===== config.mk =====
export PLATFORM = sky130hd
export DESIGN_NAME = pipe_hazard_ctrl
export DESIGN_NICKNAME = d
export VERILOG_FILES = /design/src/rtl/pipe_hazard_ctrl_pkg.sv /design/src/rtl/pipe_fwd_sel.sv /design/src/rtl/pipe_hazard_ctrl.sv
export SDC_FILE = /design/constraint.sdc
export NUM_CORES = 1
export LEC_CHECK = 0
export CAP_MARGIN = 20
export CORE_AREA = 2 2 56 71
export CTS_BUF_LIST = sky130_fd_sc_hd__clkbuf_4 sky130_fd_sc_hd__clkbuf_8
export DETAILED_ROUTE_END_ITERATION = 8
export DIE_AREA = 0 0 58 73
export PLACE_DENSITY = 0.79
export SLEW_MARGIN = 10
export SYNTH_ARGS = -nofsm -noshare
export SYNTH_HDL_FRONTEND = slang
export SYNTH_SLANG_ARGS = --single-unit
export TNS_END_PERCENT = 20

===== constraint.sdc =====
create_clock -name clock -period 2.1 [get_ports clock]
set_input_delay 0.42 -clock clock [delete_from_list [all_inputs] [get_ports clock]]
set_output_delay 0.42 -clock clock [all_outputs]
set_load 0.01 [all_outputs]

===== src/rtl/pipe_hazard_ctrl_pkg.sv =====
// Shared encodings for the pipeline hazard controller: forwarding selects,
// controller state and the register-zero constant.
package pipe_hazard_ctrl_pkg;

  localparam logic [1:0] FWD_RF    = 2'b00;
  localparam logic [1:0] FWD_EXE   = 2'b01;
  localparam logic [1:0] FWD_MEM   = 2'b10;
  localparam logic [1:0] FWD_MEMLD = 2'b11;

  typedef enum logic {
    ST_RUN     = 1'b0,
    ST_MEMWAIT = 1'b1
  } state_e;

  localparam logic [4:0] R0 = 5'd0;

  // Wide enough for any WAIT_MAX in 1..255.
  localparam int WCNT_W = 8;

endpackage


===== src/rtl/pipe_fwd_sel.sv =====
// Forwarding compare for one ID source operand; EXE ALU results win over MEM,
// and register zero is never forwarded.
module pipe_fwd_sel
  import pipe_hazard_ctrl_pkg::*;
(
  input  logic [4:0] src,
  input  logic [4:0] ern,
  input  logic       ewreg,
  input  logic       em2reg,
  input  logic [4:0] mrn,
  input  logic       mwreg,
  input  logic       mm2reg,
  output logic [1:0] fwd
);

  always_comb begin
    // NOTE: default first so every path assigns fwd and no latch is inferred.
    fwd = FWD_RF;
    if (ewreg && !em2reg && (ern != R0) && (ern == src)) begin
      fwd = FWD_EXE;
    end else if (mwreg && !mm2reg && (mrn != R0) && (mrn == src)) begin
      fwd = FWD_MEM;
    end else if (mwreg && mm2reg && (mrn != R0) && (mrn == src)) begin
      fwd = FWD_MEMLD;
    end
  end

endmodule


===== src/rtl/pipe_hazard_ctrl.sv =====
// Hazard and sequencing controller: operand forwarding, load-use interlock,
// branch flush and a MEM-stage freeze with timeout while memory/IO is pending.
module pipe_hazard_ctrl
  import pipe_hazard_ctrl_pkg::*;
#(
  parameter int WAIT_MAX = 16,
  parameter int CNT_W    = 16
) (
  input  logic             clock,
  input  logic             resetn,
  input  logic [4:0]       rs,
  input  logic [4:0]       rt,
  input  logic             use_rs,
  input  logic             use_rt,
  input  logic             br_taken,
  input  logic [4:0]       ern,
  input  logic             ewreg,
  input  logic             em2reg,
  input  logic [4:0]       mrn,
  input  logic             mwreg,
  input  logic             mm2reg,
  input  logic             mem_req,
  input  logic             mem_ack,
  output logic [1:0]       fwda,
  output logic [1:0]       fwdb,
  output logic             wpcir,
  output logic             de_en,
  output logic             de_bubble,
  output logic             if_flush,
  output logic             bus_err,
  output logic [CNT_W-1:0] stall_cnt
);

  localparam logic [WCNT_W-1:0] WAIT_LAST = WCNT_W'(WAIT_MAX - 1);

  state_e            state_q, state_d;
  logic [WCNT_W-1:0] wait_cnt_q, wait_cnt_d;
  logic              bus_err_q, bus_err_d;
  logic [CNT_W-1:0]  stall_cnt_q, stall_cnt_d;
  logic              lu;

  pipe_fwd_sel u_fwd_a (
    .src    (rs),
    .ern    (ern),
    .ewreg  (ewreg),
    .em2reg (em2reg),
    .mrn    (mrn),
    .mwreg  (mwreg),
    .mm2reg (mm2reg),
    .fwd    (fwda)
  );

  pipe_fwd_sel u_fwd_b (
    .src    (rt),
    .ern    (ern),
    .ewreg  (ewreg),
    .em2reg (em2reg),
    .mrn    (mrn),
    .mwreg  (mwreg),
    .mm2reg (mm2reg),
    .fwd    (fwdb)
  );

  // A load in EXE cannot be forwarded to ID in time; hold ID and bubble EXE.
  assign lu = ewreg && em2reg && (ern != R0) &&
              ((use_rs && (rs == ern)) || (use_rt && (rt == ern)));

  always_comb begin
    state_d    = state_q;
    wait_cnt_d = wait_cnt_q;
    bus_err_d  = 1'b0;
    wpcir      = 1'b1;
    de_en      = 1'b1;
    de_bubble  = 1'b0;
    if_flush   = 1'b0;
    case (state_q)
      ST_RUN: begin
        if (mem_req && !mem_ack) begin
          wpcir      = 1'b0;
          de_en      = 1'b0;
          state_d    = ST_MEMWAIT;
          wait_cnt_d = '0;
        end else if (lu) begin
          // The branch (if any) stays in ID and is re-resolved next cycle.
          wpcir     = 1'b0;
          de_bubble = 1'b1;
        end else if (br_taken) begin
          if_flush = 1'b1;
        end
      end
      ST_MEMWAIT: begin
        wpcir = 1'b0;
        de_en = 1'b0;
        if (mem_ack) begin
          state_d = ST_RUN;
        end else if (wait_cnt_q == WAIT_LAST) begin
          state_d   = ST_RUN;
          bus_err_d = 1'b1;
        end else begin
          wait_cnt_d = wait_cnt_q + WCNT_W'(1);
        end
      end
    endcase
  end

  always_comb begin
    stall_cnt_d = stall_cnt_q;
    if (!wpcir && (stall_cnt_q != {CNT_W{1'b1}})) begin
      stall_cnt_d = stall_cnt_q + CNT_W'(1);
    end
  end

  // NOTE: sequential state uses non-blocking assignments so every flop samples
  // pre-edge values regardless of process ordering.
  always_ff @(posedge clock or negedge resetn) begin
    if (!resetn) begin
      state_q     <= ST_RUN;
      wait_cnt_q  <= '0;
      bus_err_q   <= 1'b0;
      stall_cnt_q <= '0;
    end else begin
      state_q     <= state_d;
      wait_cnt_q  <= wait_cnt_d;
      bus_err_q   <= bus_err_d;
      stall_cnt_q <= stall_cnt_d;
    end
  end

  assign bus_err   = bus_err_q;
  assign stall_cnt = stall_cnt_q;

endmodule


=== Yosys cells after proc, flatten, opt, wreduce, memory -nomap -nowiden ===
Index checks and enable logic that the tools add are counted.
W data, S select, Z words.

* Bits in registers: 26
* Bits in latches: 0
* Bits in writable memories: 0
* Memory bits (read-only): 0
* Output and inout port bits: 25
* Word-level logic and storage cells: 74
* Memories kept: 0

* Add/subtract/negate cells: 2
* Multipliers: 0
* Divide/modulo/power cells: 0
* $lt $le $gt $ge: 0
* Equal/unequal tests: 11
* Shifts and indexed selects: 0
* Multiplexer cells: 29
* Bitwise gates (word level): 1
* Reductions and logical operators: 27

{| class="wikitable"
|+ Operators by type and width
! cell !! count
|-
| $eq A5 B5 Y1 || 6
|-
| $mux W8 || 3
|-
| $logic_and A1 B1 Y1 || 19
|-
| $add A16 B1 Y16 const B || 1
|-
| $mux W1 || 16
|-
| $ne A16 B16 Y1 const B || 1
|-
| $pmux W8 S2 || 1
|-
| $mux W2 || 6
|-
| $reduce_bool A5 Y1 || 2
|-
| $add A8 B1 Y8 const B || 1
|-
| $eq A8 B4 Y1 const B || 1
|-
| $ne A2 B2 Y1 const B || 3
|-
| $pmux W1 S2 || 3
|-
| $logic_not A1 Y1 || 4
|-
| $reduce_and A3 Y1 || 1
|-
| $logic_or A1 B1 Y1 || 1
|-
| $not A1 Y1 || 1
|}

=== Depth between registers and ports, before layout ===
Gate-level depths: netlist (run 1).

* Depth in word-level cells: 9
* Gate-level depth with buffers: 9
* Depth with buffers taken out: 8

=== Modules after synthesis ===
From an unflattened synthesis (run 1), not the netlist that was laid out.

* Cell total of the unflattened synthesis: 187
* Area total of the unflattened synthesis: 1805.5 um^2

{| class="wikitable"
|+ By module, submodules not included
! module !! instances !! cells each !! area an instance (um^2) !! sequential area each (um^2)
|-
| pipe_hazard_ctrl || 1 || 143 || 1482.7 || 650.6
|-
| pipe_fwd_sel || 2 || 22 || 161.4 || 0.0
|}

=== Least setup slack after synthesis (run 1) ===
No wires, ideal clock.

* Kind: input-to-reg
* Start: input rt[0]
* End: register stall_cnt_q[12], in the netlist stall_cnt[12]
* Data arrival time: 1.893 ns
* Required time: 1.972 ns
* Setup slack: 0.079 ns
* Cell stages on the path: 7
* Path buffers: 0
* Cells stage by stage: xor2_1 -> nor3_2 -> nand3_1 -> a211o_2 -> and2_4 -> nor3_2 -> mux2_1

* Longest elaborated chain between the ends: 9

{| class="wikitable"
|+ RTL lines
! element !! line !! text
|-
| from (decl) || pipe_hazard_ctrl.sv:12 || <nowiki>input logic [4:0] rt,</nowiki>
|-
| $eq A5 B5 Y1 || pipe_hazard_ctrl.sv:66 || <nowiki>((use_rs && (rs == ern)) || (use_rt && (rt == ern)));</nowiki>
|-
| $logic_and A1 B1 Y1 || pipe_hazard_ctrl.sv:66 ||
|-
| $logic_or A1 B1 Y1 || pipe_hazard_ctrl.sv:66 ||
|-
| $logic_and A1 B1 Y1 || pipe_hazard_ctrl.sv:65 || <nowiki>assign lu = ewreg && em2reg && (ern != R0) &&</nowiki>
|-
| $mux W1 || pipe_hazard_ctrl.sv:83 || <nowiki>end else if (lu) begin</nowiki>
|-
| $mux W1 || pipe_hazard_ctrl.sv:78 || <nowiki>if (mem_req && !mem_ack) begin</nowiki>
|-
| $pmux W1 S2 || pipe_hazard_ctrl.sv:76 || <nowiki>case (state_q)</nowiki>
|-
| via wpcir || pipe_hazard_ctrl.sv:26 || <nowiki>output logic wpcir,</nowiki>
|-
| $logic_not A1 Y1 || pipe_hazard_ctrl.sv:108 || <nowiki>if (!wpcir && (stall_cnt_q != {CNT_W{1'b1}})) begin</nowiki>
|-
| $logic_and A1 B1 Y1 || pipe_hazard_ctrl.sv:108 ||
|-
| to (signal assigned) || pipe_hazard_ctrl.sv:125 || <nowiki>stall_cnt_q <= stall_cnt_d;</nowiki>
|-
| to (decl) || pipe_hazard_ctrl.sv:39 || <nowiki>logic [CNT_W-1:0] stall_cnt_q, stall_cnt_d;</nowiki>
|}

The timed path passes the listed nets, and every way through them passes these cells.
A chain may end at the register's enable or synchronous reset.

=== Final worst setup path (run 1) ===
* Start: input rs[3]
* End: output if_flush

* Longest elaborated chain between the ends: 7

{| class="wikitable"
|+ RTL lines
! element !! line !! text
|-
| from (decl) || pipe_hazard_ctrl.sv:11 || <nowiki>input logic [4:0] rs,</nowiki>
|-
| $eq A5 B5 Y1 || pipe_hazard_ctrl.sv:66 ||
|-
| $logic_and A1 B1 Y1 || pipe_hazard_ctrl.sv:66 ||
|-
| $logic_or A1 B1 Y1 || pipe_hazard_ctrl.sv:66 ||
|-
| $logic_and A1 B1 Y1 || pipe_hazard_ctrl.sv:65 ||
|-
| $mux W1 || pipe_hazard_ctrl.sv:83 ||
|-
| $mux W1 || pipe_hazard_ctrl.sv:78 ||
|-
| $mux W1 || pipe_hazard_ctrl.sv:76 ||
|-
| to (decl) || pipe_hazard_ctrl.sv:29 || <nowiki>output logic if_flush,</nowiki>
|}

Every way passes these cells.

==> results of run 1 <==
[cell type report]
class | instances | area share, %
Sequential cell | 26 | 25.2
Clock buffer | 3 | 1.60
Multi-Input combinational cell | 131 | 39.5
Inverter | 3 | 0.436
Timing Repair Buffer | 94 | 31.4
Tap cell | 40 | 1.94
[cells by family after synthesis]
group / after synthesis
multiplexers: 3
AND/OR/NAND/NOR: 71
buffers and inverters: 4
AO/OA/AOI/OAI: 20
adder cells (fa/ha/maj): 2
flip-flops: 26
XOR/XNOR: 35
[cells in the mapped netlist (2+ instances only)]
cell / number
and3_1: 4
and2_2: 2
nand3_1: 9
nor2_1: 10
nand2_1: 11
a31oi_1: 2
dfrtp_1: 26
inv_1: 3
or3_1: 2
o21bai_1: 2
or4_1: 2
ha_1: 2
nor3_1: 8
nand2b_1: 3
and3_2: 3
o21ai_2: 2
o21ai_0: 5
nor3_2: 2
nand4_1: 6
nand3_2: 3
xnor2_1: 13
xor2_1: 22
a21oi_1: 6
[cell usage in the layout, fill, tap and decap left out, types with 5 or more instances in the layout]
cell type and n:
nor3_1 5, buf_2 14, clkdlybuf4s50_1 27, nand3_1 9, dfrtp_1 26, nand4_1 6
nor2_1 9, clkdlybuf4s15_1 5, xor2_1 18, a21oi_1 6, nand2_1 10, buf_6 6
xnor2_1 13, buf_4 35
[worst max-delay path, cell delays in order]
cell and delay [ns]:
buf_8 0.10, xor2_2 0.17, nor3_2 0.23, nand3_1 0.11
a211o_2 0.37, buf_4 0.14, and3_4 0.17, buf_6 0.11
[power by group]
part / leakage [nW] / switching, W / internal (W)
Combinational: 0.792 / 0.000269 / 0.000376
Sequential: 0.346 / 0.0000855 / 0.000581
Clock: 0.0216 / 0.000151 / 0.000129
Total: 1.16 / 0.000506 / 0.00109
[worst paths after layout]
| path | start | endpoint | slack [ns] | cells past startpoint |
|---|---|---|---|---|
| min in group asynchronous | resetn | stall_cnt[0] | 0.51 | 2 |
| max in group asynchronous | resetn | stall_cnt[12] | 1.35 | 2 |
| setup / recovery | rs[3] | if_flush | -0.14 | 8 |
| hold reg to reg | stall_cnt[10] | stall_cnt[10] | 0.49 | 1 |
| setup reg to reg | stall_cnt[0] | stall_cnt[5] | 0.13 | 8 |
| hold / removal | stall_cnt[10] | stall_cnt[10] | 0.49 | 1 |
[repair_timing]
action | 4_1_cts | 5_1_grt
cloned | 0 | 0
pin swaps | 23 | 19
endpoints found under the setup margin | 24 | 16
buffers inserted | 9 | 2
endpoints found under the hold margin | 0 | 0
resized for setup | 113 | 18
[per-stage QoR]
step	instances	setup TNS [ns]
after floorplan	161	0
after global placement	286	-13.27
after detailed placement	286	-13.92
after CTS	298	-0.246
after global routing	297	-0.687
final	297	-0.343
[routing by layer]
| layer | share of wire [%] | track usage, % |
|---|---|---|
| met1 | 41 | 25.1 |
| met2 | 50 | 38.4 |
| met3 | 6.5 | 4.26 |
| met4 | 2.9 | 10.9 |
| met5 | 0 | 0 |
[flip-flops by register name (all words and copies together), names as in the netlist]
name and count:
wait_cnt_q 8, stall_cnt 16, bus_err 1, state_q 1
==> results.yml, run 1 <==
status:
  status: "finished with violations"
  violations: "setup timing"
placed_design:
  place.port_buffers: 55
  dpl_worst_slack_ns: -0.880
  place_congestion: 0.925
  dpl.hpwl_um: 3140
  placed_cell_area_mm2: 0.00244
floorplan:
  die_x_um: 58
  core-area_mm2: 0.00363
  fp.dieH_um: 73
  ios: 56
  start_util_pct: 43.8
  std_cell_rows: 25
  dieArea_mm2: 0.00423
worst_setup_path:
  cp.arrival_ns: 1.82
  required_ns: 1.68
  critPathKind: "in -> out"
  end_kind: "output port"
  critPathMaxFanout: 3
  critPathLaunchType: "primary input"
final_layout:
  fin_util_pct: 71.1
  fin_nets: 292
  n_fill_cell: 269
  drive_gt1_share_pct: 37.0
  stdcell_area_mm2: 0.00258
  multiInputGateArea_mm2: 0.00102
  area_delta_synth_final_pct: 62.3
  seq_area_um2: 651
  n_antenna_cell: 0
yosys:
  yosys_warnings: 0
  synth_cells: 161
  synthArstFlopShare_pct: 100
  synth-edff-count: 0
  synth_top_family_by_area: "simple AND/OR/NAND/NOR gates"
  synth_compound_gate_area_share_pct: 8.42
  synth_flop_cell: "dfrtp_1"
  synth_top_area_share_pct: 40.9
  synth_area_leaders: "dfrtp_1 (41%), xor2_1 (12%), xnor2_1 (7.2%)"
  synthSimpleGateAreaFrac_pct: 26.4
  yosys.cell_types.count: 36
  yosys.area.top_type: "dfrtp_1"
  ys_seq_elements: 26
  synth_seq_area_share_pct: 40.9
  synthMuxAreaShare_pct: 2.05
  synthAdderAreaFrac_pct: 1.57
  avgSynthCellArea_um2: 9.88
  synth.net_count: 194
  synth_xor_area_share_pct: 19.3
  syn_area_mm2: 0.00159
sta:
  skew_ns: 0.00231
  finalSetupViolCount: 5
  fmax_ghz: 0.446
  worst_slack_ns: -0.142
  worstMarginPinSlew_ns: 0.383
  fin_crit_sh_pct: 107
  slew_headroom_pct: 74.4
  finalMaxSlewViolations: 0
  whs_ns: 0.486
  hold_viol_final: 0
  period_needed_ns: 2.24
  rsz0062_at_grt: "true"
cts:
  cts.clk_slew.worst_paths_ns: 0.09
  clkLatencyLatePin_ns: 0.27
  hold_buffers: 0
  cts_tree: "yes"
  clock_sinks: 26
  cts-root-buf: "clkbuf_8"
  htreeDepth: 1
  numCtsBuffers: 3
  clockBufferDepth: 2
detailed_routing:
  firstDrtPassIters: 4
  post-route-drc-count: 0
  vias: 1575
  drt_iter0_drc: 43
  ant_nets: 0
  routedWlPerCell_um: 14.6
  routed_wl_um: 4340
  via_per_inst: 5.30
run:
  drv_cap: 0
global_routing:
  grt_usage_pct: 21.9
  grt_overflow: 0
  grt_start_max_net_pins: 27
  grt_pass1_vias: 1629
  grt_pass1_wl_um: 7020
  antenna_found_initial: 0
power:
  ir_drop_mv: 0.746
  power.total_w: 0.00159
  total_leakage_power_nw: 1.16
  power.density_mw_per_mm2: 617
hold_path:
  hold_class: "reg -> reg"
Note: power is estimated with default switching activity, not from simulation.
==> run 2, diff against run 1 <==
--- a/config.mk
+++ b/config.mk
@@ -11,7 +11,6 @@
 export DETAILED_ROUTE_END_ITERATION = 8
 export DIE_AREA = 0 0 58 73
 export PLACE_DENSITY = 0.79
-export SLEW_MARGIN = 10
 export SYNTH_ARGS = -nofsm -noshare
 export SYNTH_HDL_FRONTEND = slang
 export SYNTH_SLANG_ARGS = --single-unit
==> results of run 2 <==
The final DEF is identical to that of run 1; final timing and power are the same.
==> run 3, diff against run 2 <==
--- a/config.mk
+++ b/config.mk
@@ -10,6 +10,7 @@
 export CTS_BUF_LIST = sky130_fd_sc_hd__clkbuf_4 sky130_fd_sc_hd__clkbuf_8
 export DETAILED_ROUTE_END_ITERATION = 8
 export DIE_AREA = 0 0 58 73
+export GPL_TIMING_DRIVEN = 0
 export PLACE_DENSITY = 0.79
 export SYNTH_ARGS = -nofsm -noshare
 export SYNTH_HDL_FRONTEND = slang
==> results.yml, run 3 (same netlist as run 1, synthesis figures left out) <==
status:
  status: "finished with violations"
  violations: "setup timing"
global_routing:
  antenna_found_initial: 0
  grt_pass1_vias: 1458
  grt_start_max_net_pins: 21
  grt_pass1_wl_um: 6460
  grt_usage_pct: 19.6
  grt_overflow: 0
cts:
  htreeDepth: 1
  cts.clk_slew.worst_paths_ns: 0.08
  cts-root-buf: "clkbuf_8"
  numCtsBuffers: 3
  cts_tree: "yes"
  clock_sinks: 26
  clkLatencyLatePin_ns: 0.26
  clockBufferDepth: 2
  hold_buffers: 0
detailed_routing:
  drt_iter0_drc: 57
  firstDrtPassIters: 4
  routed_wl_um: 4080
  post-route-drc-count: 0
  ant_nets: 0
  via_per_inst: 5.36
  vias: 1443
  routedWlPerCell_um: 15.2
run:
  drv_cap: 0
sta:
  slew_headroom_pct: 72.2
  worst_slack_ns: -0.0492
  rsz0062_at_grt: "true"
  finalSetupViolCount: 7
  fmax_ghz: 0.465
  period_needed_ns: 2.15
  timing.setup.tns_ns: -0.182
  finalMaxSlewViolations: 0
  fin_crit_sh_pct: 102
  skew_ns: 0.00327
  worstMarginPinSlew_ns: 0.416
  hold_viol_final: 0
worst_setup_path:
  cp_top_family: "simple AND/OR/NAND/NOR gates"
  cp_cell_sequence: "buf_4 > xor2_2 > nor3_2 > nand3_1 > a211o_4 > nor3b_2 > buf_2"
  critPathMaxFanout: 4
  cp.arrival_ns: 1.73
  worst_path_max_delay_cell: "a211o_4"
  critPathLaunchType: "primary input"
  critPathKind: "in -> out"
  crit_buf_inv: 2
  required_ns: 1.68
  end_kind: "output port"
  slowest_delay_ns: 0.37
final_layout:
  mostFrequentLayoutCells: "dfrtp_1 (26), clkdlybuf4s50_1 (26), xor2_1 (19)"
  n_antenna_cell: 0
  fin_nets: 264
  largest_register_ff_count: 16
  area_delta_synth_final_pct: 48.8
  drive_gt1_share_pct: 30.6
  n_fill_cell: 294
placed_design:
  dpl_worst_slack_ns: -0.896
  place.port_buffers: 55
  dpl.hpwl_um: 2910
  place_congestion: 0.823
floorplan:
  start_util_pct: 43.8
  fp.dieH_um: 73
  dieArea_mm2: 0.00423
  ios: 56
  die_x_um: 58
  core-area_mm2: 0.00363
  std_cell_rows: 25
hold_path:
  hold_class: "in -> async"
power:
  ir_drop_mv: 0.727
  total_leakage_power_nw: 1.03
  power.density_mw_per_mm2: 626
run 3: cell count changes in the layout (fill, tap and decap cells not counted), sizes merged:
cell	change
buf	-26
clkdlybuf4s15	-5
dlygate4sd2	+5
clkbuf	-1
clkdlybuf4s50	-1
run 3: timing repair:
item,in CTS,in global routing
pin swaps,20,11
setup buffers,7,2
hold endpoints to repair,0,0
endpoints found under the setup margin,24,18
gates resized for setup,118,17
run 3: layer usage:
metal	up-vias	global-route usage, %	wire [um]
met4	0	5.94	116
met1	676	23.2	1620
met5	-	0	0
met3	10	3.72	281
li1	701	-	-
met2	56	35.4	2060
run 3: worst paths after layout:
| path | start | to | slack, ns | depth (start not counted) |
|---|---|---|---|---|
| setup / recovery | rt[0] | de_bubble | -0.05 | 7 |
| hold / removal | resetn | stall_cnt[1] | 0.45 | 1 |
| setup reg to reg | stall_cnt[0] | stall_cnt[10] | 0.10 | 9 |
| hold reg to reg | stall_cnt[9] | stall_cnt[9] | 0.49 | 1 |
| max in group asynchronous | resetn | stall_cnt[12] | 1.22 | 2 |
| min in group clock | stall_cnt[9] | stall_cnt[9] | 0.49 | 1 |
run 3: layout make-up:
class	count	area [um2]	share of cell area (%)
Inverter	3	11.3	0.476
Buffer	1	15.0	0.635
Timing Repair Buffer	65	577	24.4
Clock buffer	3	41.3	1.75
Multi-Input combinational cell	131	1020	43.2
Sequential cell	26	651	27.5
Tap cell	40	50.0	2.12
run 3: power by group:
part,switching [W],internal (W),total (W)
clock network,0.000140,0.000128,0.000269
logic,0.000227,0.000306,0.000533
registers,0.0000984,0.000581,0.000680
total,0.000466,0.00102,0.00148
run 3: metrics by stage:
stage / util (%) / std cells / hold WS, ns / area (um2) / power [W]
floorplan: - / 161 / 0.124 / 1590 / 0.000907
global placement: 60.4 / 256 / 0.479 / 2190 / 0.00117
detailed placement: 61.1 / 257 / 0.477 / 2220 / 0.00119
CTS: 63.5 / 267 / 0.454 / 2300 / 0.00147
global route: 65.2 / 269 / 0.484 / 2370 / 0.00158
finish: 65.2 / 269 / 0.448 / 2370 / 0.00148
